==> config.mk <==
export PLATFORM = sky130hd
export DESIGN_NAME = serial_add_sub
export DESIGN_NICKNAME = d
export VERILOG_FILES = /design/src/rtl/serial_pkg.sv /design/src/rtl/digit_adder.sv /design/src/rtl/serial_add_sub.sv
export SDC_FILE = /design/constraint.sdc
export NUM_CORES = 1
export LEC_CHECK = 0
export ABC_AREA = 0
export CAP_MARGIN = 20
export CORE_ASPECT_RATIO = 0.75
export CORE_MARGIN = 2
export CORE_UTILIZATION = 45
export DETAILED_ROUTE_END_ITERATION = 12
export GPL_TIMING_DRIVEN = 0
export PLACE_DENSITY = 0.69
export SYNTH_ARGS = -nofsm -noshare
export SYNTH_HDL_FRONTEND = slang
export SYNTH_SLANG_ARGS = --single-unit
export TNS_END_PERCENT = 5
==> constraint.sdc <==
create_clock -name clk -period 1.7 [get_ports clk]
set_input_delay 0.425 -clock clk [delete_from_list [all_inputs] [get_ports clk]]
set_output_delay 0.425 -clock clk [all_outputs]
set_load 0.01 [all_outputs]
==> src/rtl/serial_pkg.sv <==
// Shared types and constants for the digit-serial adder/subtractor.
package serial_pkg;

  typedef enum logic [1:0] {
    IDLE = 2'd0,
    RUN  = 2'd1,
    DONE = 2'd2
  } state_t;

  localparam logic MODE_ADD = 1'b0;
  localparam logic MODE_SUB = 1'b1;

endpackage

==> src/rtl/digit_adder.sv <==
// Combinational DIGIT-bit adder slice with carry-out and the carry into its top bit.
module digit_adder #(
  parameter int DIGIT = 1
) (
  input  logic [DIGIT-1:0] a,
  input  logic [DIGIT-1:0] b,
  input  logic             cin,
  output logic [DIGIT-1:0] sum,
  output logic             cout,
  output logic             c_msb
);

  logic [DIGIT:0] full_sum;

  assign full_sum = {1'b0, a} + {1'b0, b} + {{DIGIT{1'b0}}, cin};
  assign sum      = full_sum[DIGIT-1:0];
  assign cout     = full_sum[DIGIT];
  // Carry into the top bit recovered from that bit's sum and operands.
  assign c_msb    = full_sum[DIGIT-1] ^ a[DIGIT-1] ^ b[DIGIT-1];

endmodule

==> src/rtl/serial_add_sub.sv <==
// Digit-serial adder/subtractor: DIGIT bits per clock, LSB first, one result per N+1 cycles.
module serial_add_sub
  import serial_pkg::*;
#(
  parameter int WIDTH = 16,
  parameter int DIGIT = 1
) (
  input  logic             clk,
  input  logic             rst,
  input  logic             start,
  input  logic             sub,
  input  logic [WIDTH-1:0] data_a,
  input  logic [WIDTH-1:0] data_b,
  output logic             busy,
  output logic             done,
  output logic [WIDTH-1:0] out,
  output logic             cout,
  output logic             ovf
);

  localparam int N  = WIDTH / DIGIT;
  localparam int CW = (N > 1) ? $clog2(N) : 1;
  localparam logic [CW-1:0] LAST = CW'(N - 1);

  if ((WIDTH % DIGIT) != 0 || N < 2) begin : g_param_check
    $error("serial_add_sub: DIGIT must divide WIDTH with at least two steps");
  end

  state_t            state_reg, state_next;
  logic              accept;
  logic [WIDTH-1:0]  a_reg, b_reg, res_reg, out_reg;
  logic              carry_reg, cout_reg, ovf_reg;
  logic [CW-1:0]     count_reg;
  logic [DIGIT-1:0]  dig_sum;
  logic              dig_cout, dig_cmsb;

  digit_adder #(.DIGIT(DIGIT)) u_digit_adder (
    .a     (a_reg[DIGIT-1:0]),
    .b     (b_reg[DIGIT-1:0]),
    .cin   (carry_reg),
    .sum   (dig_sum),
    .cout  (dig_cout),
    .c_msb (dig_cmsb)
  );

  always_comb begin
    state_next = state_reg;
    accept     = 1'b0;
    case (state_reg)
      IDLE: begin
        if (start) begin
          state_next = RUN;
          accept     = 1'b1;
        end
      end
      RUN: begin
        if (count_reg == LAST) state_next = DONE;
      end
      DONE: begin
        // A start in the done cycle chains straight into the next operation.
        if (start) begin
          state_next = RUN;
          accept     = 1'b1;
        end else begin
          state_next = IDLE;
        end
      end
      default: state_next = IDLE;
    endcase
  end

  always_ff @(posedge clk) begin
    if (rst) begin
      state_reg <= IDLE;
      a_reg     <= '0;
      b_reg     <= '0;
      res_reg   <= '0;
      out_reg   <= '0;
      carry_reg <= 1'b0;
      cout_reg  <= 1'b0;
      ovf_reg   <= 1'b0;
      count_reg <= '0;
    end else begin
      state_reg <= state_next;
      if (accept) begin
        // Subtraction as A + ~B + 1: the +1 enters through the initial carry.
        a_reg     <= data_a;
        b_reg     <= (sub == MODE_SUB) ? ~data_b : data_b;
        carry_reg <= (sub == MODE_SUB);
        count_reg <= '0;
        res_reg   <= '0;
      end else if (state_reg == RUN) begin
        a_reg     <= a_reg >> DIGIT;
        b_reg     <= b_reg >> DIGIT;
        carry_reg <= dig_cout;
        count_reg <= count_reg + CW'(1);
        res_reg   <= {dig_sum, res_reg[WIDTH-1:DIGIT]};
        if (count_reg == LAST) begin
          out_reg  <= {dig_sum, res_reg[WIDTH-1:DIGIT]};
          cout_reg <= dig_cout;
          ovf_reg  <= dig_cmsb ^ dig_cout;
        end
      end
    end
  end

  assign busy = (state_reg == RUN);
  assign done = (state_reg == DONE);
  assign out  = out_reg;
  assign cout = cout_reg;
  assign ovf  = ovf_reg;

endmodule
==> out/qor.csv, run 1 <==
stage;metric;value;unit
cells_and_area;Multi-input gate area;0.00135;sq mm
synthesis;sequential share of the synthesized area;0.475;
cts;clock sink count;72;
synthesis;Synth Net Count;387;
critical_path;critical path startpoint category;register;
sta;unrepaired setup endpoints after global routing;no;
global_route;GRT Resource Usage Total;0.206;
die;initial cell density of the core;0.473;
sta;count of final setup violators;0;
min_path;Hold Path Class;reg -> reg;
routing;wire per inst;14.6;um
critical_path;critical path's slowest cell;clkdlybuf4s50_1;
placed_design;GP Congestion;0.804;
placed_design;number of port buffers;53;
cts;Inserted Clock Buffers;9;
synthesis;largest area contributor in the netlist;dfxtp_1;
job;Max Cap Violations;0;
synthesis;top-count cell post-synth;dfxtp_1;
sta;highest clock rate;607;MHz
synthesis;async set-reset flop share out of synthesis;0;
cells_and_area;final core utilization;0.609;
synthesis;top cells by area, synth;dfxtp_1, a21oi_1, nand3_1;
global_route;initial antenna violation count;0;
sta;count of final hold-check violations;0;
die;core area;0.00641;sq mm
sta;min Tclk post-route;1.65;ns
sta;setup_tns;0;ns
cts;worst skew pair latency;0.35;ns
critical_path;R2R cell count;4;
cells_and_area;fillers;571;
global_route;number of global-route vias before repair;2505;
critical_path;Worst Path Buf+Inv;1;
power;Tot Pwr;3.90;mW
critical_path;Crit Path Max Fanout;2;
cells_and_area;nets;450;
cts;Hold-fix buffers, CTS;0;
placed_design;post-DP HPWL;5.07;mm
min_path;worst hold stages;2;
power;switching share of power;0.252;
cells_and_area;sequential cell area;0.00144;sq mm
cts;CTS tree;built;
routing;drt drc;0;
die;I/O Pins;56;
critical_path;WP depth;1;
synthesis;Distinct cells, synth;30;
global_route;largest net degree at the start of global routing;17;
routing;post-route ant nets;0;
routing;Avg Vias per Cell;5.43;
routing;drt pass-1 iters;4;
routing;Iter 0 DRT Violations;104;
synthesis;Synth Instances;349;
power;Flop pwr share;0.464;
synthesis;Ys Warns;0;
synthesis;Post-synth EDFFs;0;
sta;fin crit share;0.969;
routing;routed wire length;7.25;mm
cells_and_area;Ant. Diodes;0;
cells_and_area;Design Area, Final;0.00391;sq mm
power;pwr/cell area;998;mW/mm^2
critical_path;CP top delay family;buffers and inverters;
synthesis;Syn Area/Cell;8.69;sq um
critical_path;Crit path arrival time;1.22;ns
die;Die Area;0.00742;sq mm
critical_path;critical path required time;1.27;ns
power;Internal Pwr Total;2.92;mW
placed_design;Post-Place Cell Area;0.00366;sq mm
die;die height;75.1;um
cts;post-CTS setup buffer count;0;
sta;Max Clock Skew;0.00803;ns
synthesis;Primary FF master, synth;dfxtp_1;
power;Clk pwr share;0.399;
sta;final slew viol count;0;
synthesis;share of the synthesized area in the top cell type;0.475;
cells_and_area;share of cells above drive strength 1;0.125;
sta;actual slew at the worst max-slew pin;0.538;ns
cts;H-tree Lvls;3;
cts;clk root buf;clkbuf_8;
power;Comb pwr share;0.137;
power;IR Drop Worst-Case VDD;0.465;mV
sta;Slew headroom;0.641;
global_route;Congestion Overflow GR;0;
critical_path;CP Cell Sequence;clkdlybuf4s50_1;
synthesis;top post-synthesis cells by count;dfxtp_1, a21oi_1, nand3_1;
global_route;first-pass GRT wire length;12.0;mm
critical_path;Crit. End Element;output port;
power;Psw;0.982;mW
routing;Vias;2702;
synthesis;Cell Area, Synth;0.00303;sq mm
die;Die Wd;98.8;um
critical_path;CP max stage delay;0.54;ns
critical_path;critical path class;reg -> out;
cells_and_area;Area growth, synth to finish;28.8;%
power;Leak Pwr;1.46;nW
run_status;outcome;completed;
synthesis;synthesis-stage register bit count;72;
die;site row count;25;
cts;Bufs on Longest Clock Path;2;
cts;CTS clk-pin slew, worst paths;0.08;ns
[layer usage]
layer	track usage	vias up	share of wire	wire length [um]
li1	-	1358	-	-
met1	0.283	1280	0.50	3650
met2	0.315	55	0.44	3210
met3	0.0687	9	0.042	305
met4	0.0548	0	0.011	83
met5	0	-	0	0
[logic make-up (layout without fill, tap and decap cells)]
| kind of cell | count (synthesis) | count (layout) | synth area share |
|---|---|---|---|
| DFF | 72 | 72 | 0.475 |
| xor gates and xnor gates | 21 | 21 | 0.0607 |
| and+or+nand+nor | 113 | 113 | 0.175 |
| muxes | 1 | 1 | 0.00330 |
| AOI/OAI and AO/OA | 103 | 103 | 0.195 |
| buffers and inverters | 37 | 105 | 0.0805 |
| adders and majority gates | 2 | 2 | 0.0107 |
[power groups by stage]
stage	Combinational [mW]	Sequential (mW)	Clock, mW
5_1_grt	0.586	1.82	1.66
4_1_cts	0.532	1.81	1.57
6_report	0.533	1.81	1.56
3_3_place_gp	0.523	1.84	0
2_1_floorplan	0.358	1.84	0
3_5_place_dp	0.530	1.85	0
[tightest hold or removal path, delay by kind of cell (launching register included)]
family	cells	cell delay, ns
AO/OA/AOI/OAI	1	0.05
AND/OR/NAND/NOR	1	0.05
flip-flops	1	0.32
[stage by stage]
step,hold slack (ns),setup slack [ns],cells
after floorplan,0.434,0.283,349
after global placement,0.448,-0.167,483
after detailed placement,0.455,-0.186,483
after CTS,0.466,0.0276,498
after global routing,0.488,0.00307,498
final,0.466,0.0526,498
[worst paths after layout]
| kind | to | start | slack, ns |
|---|---|---|---|
| setup / recovery | out[3] | out[3]$_SDFFE_PP0P_ | 0.05 |
| hold / removal | res_reg[1]$_SDFFE_PP0P_ | res_reg[1]$_SDFFE_PP0P_ | 0.47 |
| setup reg to reg | ovf$_SDFFE_PP0P_ | b_reg[0]$_SDFFE_PP0P_ | 0.17 |
| hold reg to reg | res_reg[1]$_SDFFE_PP0P_ | res_reg[1]$_SDFFE_PP0P_ | 0.47 |
[cells in the final DEF, fill, tap and decap left out, types with 14 or more instances in the layout]
| master | n |
|---|---|
| a21oi_1 | 52 |
| a22oi_1 | 16 |
| clkdlybuf4s50_1 | 46 |
| dfxtp_1 | 70 |
| nand2_1 | 35 |
| nand3_1 | 35 |
| nor3_1 | 30 |
| o21ai_0 | 17 |
| o22ai_1 | 14 |
| xor2_1 | 17 |
[layout make-up]
type | instances | area share
inverter | 1 | 0.00416
timing repair buffer | 53 | 0.136
multi-input combinational | 240 | 0.346
sequential | 72 | 0.370
clock inverter | 5 | 0.0202
clock buffer | 11 | 0.0388
buffer | 35 | 0.0589
tap | 81 | 0.0259
[what timing repair did]
action	in CTS	in global routing
gates cloned	0	0
pin swaps	0	0
endpoints found under the setup margin	3	8
resized for setup	8	6
Power figures use the tool's default switching activity.
==> run 2, diff against run 1 <==
--- a/config.mk
+++ b/config.mk
@@ -13,6 +13,7 @@
 export DETAILED_ROUTE_END_ITERATION = 12
 export GPL_TIMING_DRIVEN = 0
 export PLACE_DENSITY = 0.69
+export SKIP_LAST_GASP = 1
 export SYNTH_ARGS = -nofsm -noshare
 export SYNTH_HDL_FRONTEND = slang
 export SYNTH_SLANG_ARGS = --single-unit
==> run 2 against run 1 <==
Flip-flop and latch count did not move. Critical path depth unchanged. Clock power barely moved.
==> out/qor.csv, run 2 (same netlist as run 1, synthesis figures left out) <==
stage;metric;value;unit
routing;drt pass-1 iters;4;
die;core area;0.00641;sq mm
min_path;Hold Path Class;reg -> reg;
power;Flop pwr share;0.465;
global_route;Congestion Overflow GR;0;
critical_path;critical path required time;1.27;ns
cells_and_area;most frequent cells in the layout;dfxtp_1, a21oi_1, clkdlybuf4s50_1, nand2_1, nand3_1;
cells_and_area;nets;450;
run_status;outcome;completed;
placed_design;Cells after DPL;483;
cells_and_area;final core utilization;0.606;
die;I/O Pins;56;
cts;worst skew pair latency;0.35;ns
cells_and_area;Ant. Diodes;0;
cts;clock sink count;72;
cells_and_area;commonest non-fill, non-tap cell in the layout;dfxtp_1;
placed_design;post-DP HPWL;5.07;mm
sta;actual slew at the worst max-slew pin;0.527;ns
power;Tot Pwr;3.89;mW
cts;CTS clk-pin slew, worst paths;0.07;ns
cells_and_area;Area growth, synth to finish;28.2;%
power;Comb pwr share;0.136;
cts;post-CTS setup buffer count;0;
global_route;GRT Resource Usage Total;0.206;
die;initial cell density of the core;0.473;
placed_design;number of port buffers;53;
cts;clk root buf;clkbuf_8;
cts;Hold-fix buffers, CTS;0;
die;Die Area;0.00742;sq mm
routing;wire per inst;14.4;um
power;Psw;0.972;mW
cts;Bufs on Longest Clock Path;2;
power;IR Drop Worst-Case VDD;0.467;mV
power;pwr/cell area;1000;mW/mm^2
critical_path;CP max stage delay;0.55;ns
routing;Vias;2696;
critical_path;Crit path arrival time;1.26;ns
cells_and_area;share of cells above drive strength 1;0.120;
global_route;initial antenna violation count;0;
critical_path;CP Cell Sequence;clkdlybuf4s50_1;
cts;Inserted Clock Buffers;9;
critical_path;Worst Path Buf+Inv;1;
routing;post-route ant nets;0;
cts;H-tree Lvls;3;
critical_path;CP top delay family;buffers and inverters;
critical_path;critical path class;reg -> out;
critical_path;critical path's slowest cell;clkdlybuf4s50_1;
critical_path;Crit Path Max Fanout;2;
die;die height;75.1;um
critical_path;critical path startpoint category;register;
sta;Slew headroom;0.649;
die;site row count;25;
power;Clk pwr share;0.399;
sta;count of final hold-check violations;0;
routing;drt drc;0;
routing;Iter 0 DRT Violations;114;
power;Internal Pwr Total;2.91;mW
sta;fin crit share;0.990;
sta;min Tclk post-route;1.68;ns
sta;setup_tns;0;ns
job;Max Cap Violations;0;
routing;routed wire length;7.19;mm
sta;highest clock rate;594;MHz
global_route;number of global-route vias before repair;2497;
sta;count of final setup violators;0;
sta;unrepaired setup endpoints after global routing;yes;
global_route;first-pass GRT wire length;11.9;mm
cts;CTS tree;built;
placed_design;GP Congestion;0.804;
routing;Avg Vias per Cell;5.41;
sta;final slew viol count;0;
global_route;largest net degree at the start of global routing;17;
power;Leak Pwr;1.38;nW
power;switching share of power;0.250;
cells_and_area;Non-Filler Instances;498;
sta;Max Clock Skew;0.0111;ns
die;Die Wd;98.8;um
critical_path;Crit. End Element;output port;
## run 2: final cells by class
class / instances / area, sq um
inverter: 1 / 8.76
sequential: 72 / 1440
timing repair buffer: 53 / 524
clock buffer: 11 / 151
buffer: 35 / 230
tap: 81 / 101
clock inverter: 5 / 78.8
fill: 576 / 2520
multi-input combinational: 240 / 1350
## run 2: power groups by stage
stage | Sequential (mW) | Clock (mW) | Combinational, mW
2_1_floorplan | 1.84 | 0 | 0.358
3_3_place_gp | 1.84 | 0 | 0.523
3_5_place_dp | 1.85 | 0 | 0.530
4_1_cts | 1.81 | 1.57 | 0.530
5_1_grt | 1.82 | 1.66 | 0.583
6_report | 1.81 | 1.55 | 0.529
## run 2: final timing paths
path | start | end | slack (ns) | cells after the start
setup / recovery | ovf$_SDFFE_PP0P_ | ovf | 0.02 | 1
hold / removal | res_reg[1]$_SDFFE_PP0P_ | res_reg[1]$_SDFFE_PP0P_ | 0.46 | 2
setup reg to reg | b_reg[0]$_SDFFE_PP0P_ | ovf$_SDFFE_PP0P_ | 0.17 | 4
hold reg to reg | res_reg[1]$_SDFFE_PP0P_ | res_reg[1]$_SDFFE_PP0P_ | 0.46 | 2
## run 2: per-layer routing
| metal | vias up | wire [um] | track usage |
|---|---|---|---|
| li1 | 1357 | - | - |
| met1 | 1266 | 3550 | 0.281 |
| met2 | 67 | 3160 | 0.315 |
| met3 | 6 | 416 | 0.0706 |
| met4 | 0 | 60 | 0.0548 |
| met5 | - | 0 | 0 |
## run 2: repair_timing
item | 4_1_cts | 5_1_grt
setup endpoints to repair | 3 | 10
pin swaps | 0 | 0
gates resized for setup | 2 | 3
## run 2: tightest hold or removal path: stages (launching register included)
cell     delay (ns)
dfxtp_1        0.31
nand2_1        0.05
a21oi_1        0.05
## run 2: per-stage QoR
step	setup slack, ns	hold slack, ns	instance area, sq um
floorplan	0.283	0.434	3030
global placement	-0.167	0.448	3660
detailed placement	-0.186	0.455	3660
CTS	-0.132	0.466	3890
global route	-0.0515	0.488	3890
finish	0.0173	0.463	3890
